## src/rtl/data_memory_hs.sv

```systemverilog
// rtl/data_memory_hs.sv - single-port data memory with valid/ready handshake,
// wait states, byte-enable writes and out-of-range error reporting.
module data_memory_hs #(
  parameter int DATA_W      = 32,
  parameter int ADDR_W      = 5,
  parameter int DEPTH       = 32,
  parameter int WAIT_CYCLES = 2
) (
  input  logic                  i_clk,
  input  logic                  i_reset,
  input  logic                  i_req_valid,
  output logic                  o_req_ready,
  input  logic                  i_req_write,
  input  logic [ADDR_W-1:0]     i_req_addr,
  input  logic [DATA_W-1:0]     i_req_wdata,
  input  logic [DATA_W/8-1:0]   i_req_be,
  output logic                  o_rsp_valid,
  input  logic                  i_rsp_ready,
  output logic [DATA_W-1:0]     o_rsp_rdata,
  output logic                  o_rsp_err,
  output logic                  o_busy
);

  localparam int BE_W  = DATA_W / 8;
  localparam int IDX_W = (DEPTH > 1) ? $clog2(DEPTH) : 1;
  localparam logic [ADDR_W:0] DEPTH_V   = (ADDR_W + 1)'(DEPTH);
  localparam logic [7:0]      WAIT_INIT = 8'(WAIT_CYCLES);

  localparam logic [1:0] S_IDLE = 2'd0;
  localparam logic [1:0] S_WAIT = 2'd1;
  localparam logic [1:0] S_RESP = 2'd2;

  logic [1:0]        r_state;
  logic [7:0]        r_wait_cnt;
  logic              r_write;
  logic [ADDR_W-1:0] r_addr;
  logic [DATA_W-1:0] r_wdata;
  logic [BE_W-1:0]   r_be;
  logic [DATA_W-1:0] r_rdata;
  logic              r_err;

  // Contents start at zero and are deliberately outside the reset domain.
  logic [DATA_W-1:0] r_mem [DEPTH] = '{default: '0};

  logic              w_in_range;
  logic              w_access;
  logic [IDX_W-1:0]  w_idx;

  assign w_in_range = ({1'b0, r_addr} < DEPTH_V);
  assign w_access   = (r_state == S_WAIT) && (r_wait_cnt == 8'd0);
  assign w_idx      = r_addr[IDX_W-1:0];

  assign o_req_ready = (r_state == S_IDLE);
  assign o_rsp_valid = (r_state == S_RESP);
  assign o_busy      = (r_state != S_IDLE);
  assign o_rsp_rdata = r_rdata;
  assign o_rsp_err   = r_err;

  always_ff @(posedge i_clk or posedge i_reset) begin
    if (i_reset) begin
      r_state    <= S_IDLE;
      r_wait_cnt <= 8'd0;
      r_write    <= 1'b0;
      r_addr     <= '0;
      r_wdata    <= '0;
      r_be       <= '0;
      r_rdata    <= '0;
      r_err      <= 1'b0;
    end else begin
      case (r_state)
        S_IDLE: begin
          if (i_req_valid) begin
            r_write    <= i_req_write;
            r_addr     <= i_req_addr;
            r_wdata    <= i_req_wdata;
            r_be       <= i_req_be;
            r_wait_cnt <= WAIT_INIT;
            r_state    <= S_WAIT;
          end
        end
        S_WAIT: begin
          if (r_wait_cnt != 8'd0) begin
            r_wait_cnt <= r_wait_cnt - 8'd1;
          end else begin
            r_state <= S_RESP;
            if (!w_in_range) begin
              r_rdata <= '0;
              r_err   <= 1'b1;
            end else begin
              r_err   <= 1'b0;
              r_rdata <= r_write ? '0 : r_mem[w_idx];
            end
          end
        end
        S_RESP: begin
          if (i_rsp_ready) begin
            r_state <= S_IDLE;
            r_rdata <= '0;
            r_err   <= 1'b0;
          end
        end
        default: r_state <= S_IDLE;
      endcase
    end
  end

  // An async reset forces r_state to IDLE, so a pending write never commits.
  always_ff @(posedge i_clk) begin
    if (w_access && r_write && w_in_range) begin
      for (int i = 0; i < BE_W; i++) begin
        if (r_be[i]) begin
          r_mem[w_idx][8*i +: 8] <= r_wdata[8*i +: 8];
        end
      end
    end
  end

endmodule
```

## config.mk

```make
export PLATFORM = sky130hd
export DESIGN_NAME = data_memory_hs
export DESIGN_NICKNAME = d
export VERILOG_FILES = /design/src/rtl/data_memory_hs.sv
export SDC_FILE = /design/constraint.sdc
export NUM_CORES = 1
export LEC_CHECK = 0
export CAP_MARGIN = 40
export CORE_MARGIN = 2
export CORE_UTILIZATION = 45
export DETAILED_ROUTE_END_ITERATION = 6
export DONT_BUFFER_PORTS = 1
export GPL_TIMING_DRIVEN = 0
export MAX_ROUTING_LAYER = met4
export PLACE_DENSITY = 0.61
export SLEW_MARGIN = 20
export SYNTH_ARGS = -nofsm -noshare
export SYNTH_HDL_FRONTEND = slang
export SYNTH_SLANG_ARGS = --single-unit
```

## constraint.sdc

```tcl
create_clock -name i_clk -period 7 [get_ports i_clk]
set_clock_uncertainty 0.05 [all_clocks]
set_input_delay 1.4 -clock i_clk [delete_from_list [all_inputs] [get_ports i_clk]]
set_output_delay 1.4 -clock i_clk [all_outputs]
set_load 0.01 [all_outputs]
```

# Word level (Yosys, flattened, before mapping)
# Memory sizes are Yosys's and may differ from the RTL's.
# Index checks and enable logic that the tools add are counted.
[classes]
n_addsub = 1
n_eq_ne = 6
muxes = 26
reduce_logical = 12
[op_table]
columns = ["op", "count"]
rows = [
  ["$mux 32", 3],
  ["$pmux 32 s2", 1],
  ["$mux 8", 2],
  ["$pmux 8 s2", 1],
  ["$mux 1", 14],
  ["$reduce_and 3->1", 3],
  ["$logic_not 8->1", 1],
  ["$reduce_bool 8->1", 1],
  ["$sub 8x1->8 const B", 1],
  ["$mux 2", 3],
  ["$pmux 2 s3", 1],
  ["$reduce_bool 2->1", 3],
  ["$ne 2x1->1 const B", 2],
  ["$ne 2x2->1 const B", 2],
  ["$eq 2x1->1 const B", 1],
  ["$eq 2x2->1 const B", 1],
  ["$logic_and 1x1->1", 2],
  ["$logic_not 2->1", 1],
  ["$pmux 1 s2", 1],
  ["$reduce_and 2->1", 1],
]
[totals]
regBits = 85
ram_bits = 1024
in_bits = 46
out_inout_bits = 36
elab_cells = 54
n_memories = 1
[memory_table]
columns = ["memory", "words", "width", "rd", "rd_clocked_by_memory_dff", "wr", "line_no", "rtl"]
rows = [
  ["r_mem", 32, 32, 1, 0, 1, "43", "logic [DATA_W-1:0] r_mem [DEPTH] = '{default: '0};"],
]

# Longest topological paths before layout
[logic_depth]
word_depth = 5
mapped_depth = 9
depth_no_buf = 7

# Worst setup path before layout
# No wires, ideal clock.
[synth_path]
path_kind = "in2reg"
start = "input i_req_valid"
end = "register r_be[0]"
setup_time_ns = 0.125
t_arrival_ns = 2.380
required_ns = 6.825
setup_slack_ns = 4.446
path_stages = 5
n_path_buf = 3
cell_sequence = "and2_1 clkbuf_1 buf_2 buf_2 mux2_2"
[synth_via]
elab_chain_len = 1
[synth_rtl]
columns = ["element", "line_no", "rtl"]
rows = [
  ["start, declared", "11", "input logic i_req_valid,"],
  ["$reduce_and 2->1 (no line)", "n/a", ""],
  ["end signal, assigned", "76", "r_be <= i_req_be;"],
  ["end, declared", "38", "logic [BE_W-1:0] r_be;"],
]
# Every way passes these cells.
# A chain may end at the register's enable or synchronous reset.

# Worst setup path in the final report
[layout_path]
start = "register r_addr[1]"
end = "memory r_mem[6][20], enable pin"
[layout_rtl]
columns = ["element", "line_no", "rtl"]
rows = [
  ["start, declared", "36", "logic [ADDR_W-1:0] r_addr;"],
  ["start signal, assigned", "74", "r_addr <= i_req_addr;"],
  ["end, declared", "43", ""],
]
# No word-level cell before the write port.

==> results.sh <==
export IMPL_status="complete, but fails checks"
export IMPL_violations="design-rule violations"
export IMPL_ys_ff_latch=1108
export IMPL_dpl_instance_area_mm2=0.04574
export IMPL_drv_cap=0
export IMPL_synthXorXnorAreaFrac=0.0008174
export IMPL_stdcell_area_mm2=0.04966
export IMPL_p_per_area_mw_per_mm2=418.8
export IMPL_relSlewSlack=0.3773
export IMPL_area_growth_pct=15.85
export IMPL_end_kind="flop"
export IMPL_vias=25190
export IMPL_antenna_found_initial=7
export IMPL_core_area_mm2=0.09473
export IMPL_final_nets=2752
export IMPL_io_pins=82
export IMPL_grt_use_total=0.2896
export IMPL_most_common_layout_cells="edfxtp_1, mux2i_1, o22ai_1"
export IMPL_post_cts_buffers=0
export IMPL_grt_max_degree=53
export IMPL_htreeDepth=3
export IMPL_rows=113
export IMPL_synth_edf_count=1024
export IMPL_io_buffers=0
export IMPL_cp_required_ps=7340
export IMPL_synth_top_family_by_area="multiplexers"
export IMPL_initial_core_util=0.4525
export IMPL_clock_sinks=1108
export IMPL_drc=34
export IMPL_grt_pass1_vias=24160
export IMPL_period_minus_slack_ps=3861
export IMPL_syn_nets=2490
export IMPL_drt_wl_total_um=139100
export IMPL_crit_type="reg -> reg"
export IMPL_peakVddDrop_mv=0.2315
export IMPL_synth_adder_area_share=0.0005838
export IMPL_grt_pass1_wl_um=189700
export IMPL_drtIter0Drc=4043
export IMPL_maxSlewViolCount=0
export IMPL_drive_gt1_frac=0.1818
export IMPL_die_h_um=312.6
export IMPL_final_common_cell="edfxtp_1"
export IMPL_muxShareOfSynthArea=0.1308
export IMPL_ant_nets=0
export IMPL_gp_congestion=0.9503
export IMPL_clk_latency_ps=690
export IMPL_clock_root_buffer="clkbuf_16"
export IMPL_path_max_fanout=10
export IMPL_cts_tree="built"
export IMPL_dp_hpwl_um=95220
export IMPL_via_per_inst=6.178
export IMPL_rsz0062_at_grt="false"
export IMPL_async_reset_ff_frac=0.07581
export IMPL_yosysSeqAreaShare=0.7664
export IMPL_synth_cells=2442
export IMPL_firstDrtPassIters=7
export IMPL_wire_per_inst_um=34.10
export IMPL_fin_setup_tns_ps=0
export IMPL_final_hold_viol_count=0
export IMPL_synth_cell_types=45
export IMPL_clock_fmax_mhz=259.0
export IMPL_yosys_area_share_simple=0.03637
export IMPL_synth_compound_area_share=0.04539
export IMPL_gr_total_overflow=0
export IMPL_ys_warn_count=0
export IMPL_fillers=7595
export IMPL_die_width_um=312.6
export IMPL_cts_buffer_depth=3
export IMPL_cts_resized=0
export IMPL_start_kind="flop"
export IMPL_avgSynthCellArea_um2=17.55
export IMPL_fin_crit_sh=0.5516
export IMPL_finalSetupViolations=0
export IMPL_clkTransAtPathRegs_ps=60
export IMPL_arrival_ps=4200
export IMPL_holdBufCountCts=0
export IMPL_synth_main_ff_cell="edfxtp_1"
export IMPL_hp_class="reg -> reg"
export IMPL_netlist_area_mm2=0.04286
export IMPL_p_leak_uw=0.01751
export IMPL_die_area_mm2=0.09773
export IMPL_worstMarginPinSlew_ps=930.7
export IMPL_cts_buffers=109
==> area by class of cell <==
class	count	area, um^2	share of cell area
Antenna cell	13	32.53	0.0006551
Sequential cell	1108	32850	0.6616
Timing Repair Buffer	151	1514	0.03049
Clock buffer	135	2877	0.05793
Inverter	5	23.77	0.0004788
Clock inverter	72	723.2	0.01456
Tap cell	1265	1583	0.03188
Multi-Input combinational cell	1173	9221	0.1857
Buffer	156	829.5	0.01671
==> sequential cells by signal (all words and copies together), names as in the netlist <==
register     count
r_state          2
r_write          1
o_rsp_rdata     32
r_wait_cnt       8
r_be             4
r_wdata         32
r_mem         1024
r_addr           5
==> stage by stage <==
step	std cells	worst slack [ps]	hold slack (ps)	utilization	total power, uW
final	4078	3139	483.1	0.5242	20800
after global routing	4072	3032	515.1	0.5240	21330
after CTS	4036	3372	485.3	0.5208	20660
after detailed placement	3829	3437	478.3	0.4828	14820
after global placement	3707	1411	464.4	0.4692	14420
after floorplan	2442	3385	444.3	-	12130
==> worst paths after layout <==
kind	from	to	slack (ps)	cells after the start
min in group asynchronous	i_reset	r_wdata[29]	530	1
max reg2reg	r_addr[1]	r_mem[6][20]	3140	8
max	r_addr[1]	r_mem[6][20]	3140	8
min reg2reg	r_wait_cnt[0]	r_wait_cnt[0]	480	1
max in group asynchronous	i_reset	o_rsp_rdata[14]	5690	2
min	r_wait_cnt[0]	r_wait_cnt[0]	480	1
==> where the power goes <==
part           leakage (uW)  switching [uW]  internal, uW
sequential           0.0103             538          8390
combinational       0.00549            3980          1970
clock               0.00174            2520          3400
==> worst max-delay path, cell delays in order, from the launching register on <==
cell      delay (ps)
dfrtp_1          350
buf_2            130
clkbuf_1         470
buf_2            540
nor2b_1          190
clkbuf_1         310
nand3_1          590
nor2_1           660
buf_4            270
==> cells in the mapped netlist, drive strengths merged, types with 2 or more instances <==
cell | number | area share
nor2 | 140 | 0.012
and2 | 2 | 0.00029
mux2i | 513 | 0.12
nand4bb | 6 | 0.0016
buf | 119 | 0.016
o22ai | 256 | 0.037
or4 | 3 | 0.00053
nand3 | 5 | 0.00058
nor3b | 2 | 0.00035
nand4b | 5 | 0.0010
nor3 | 2 | 0.00023
ha | 2 | 0.00058
edfxtp | 1024 | 0.72
xor2 | 3 | 0.00061
or4b | 4 | 0.00093
nand2b | 3 | 0.00044
and3b | 2 | 0.00041
a22o | 32 | 0.0065
nand2 | 67 | 0.0066
clkbuf | 37 | 0.0033
nor4 | 66 | 0.010
a21oi | 2 | 0.00023
dfrtp | 84 | 0.049
and3 | 2 | 0.00041
inv | 5 | 0.00044
o31ai | 2 | 0.00035
mux2 | 42 | 0.011
nor2b | 3 | 0.00044
==> layer usage <==
metal,up-vias,track usage,wire [um]
li1,10270,-,-
met1,12960,0.3958,54970
met2,1663,0.4196,61860
met3,303,0.06153,15380
met4,0,0.1296,6857
met5,-,-,0
==> kinds of logic (layout without fill, tap and decap cells) <==
logic type | after synthesis | count (layout)
mux | 555 | 555
buf+inv | 161 | 519
fa+ha+maj | 2 | 2
flops | 1108 | 1108
simple gates | 314 | 314
xor+xnor | 4 | 4
other cells | 1 | 14
compound gates | 297 | 297
(Power assumes the default switching activity.)
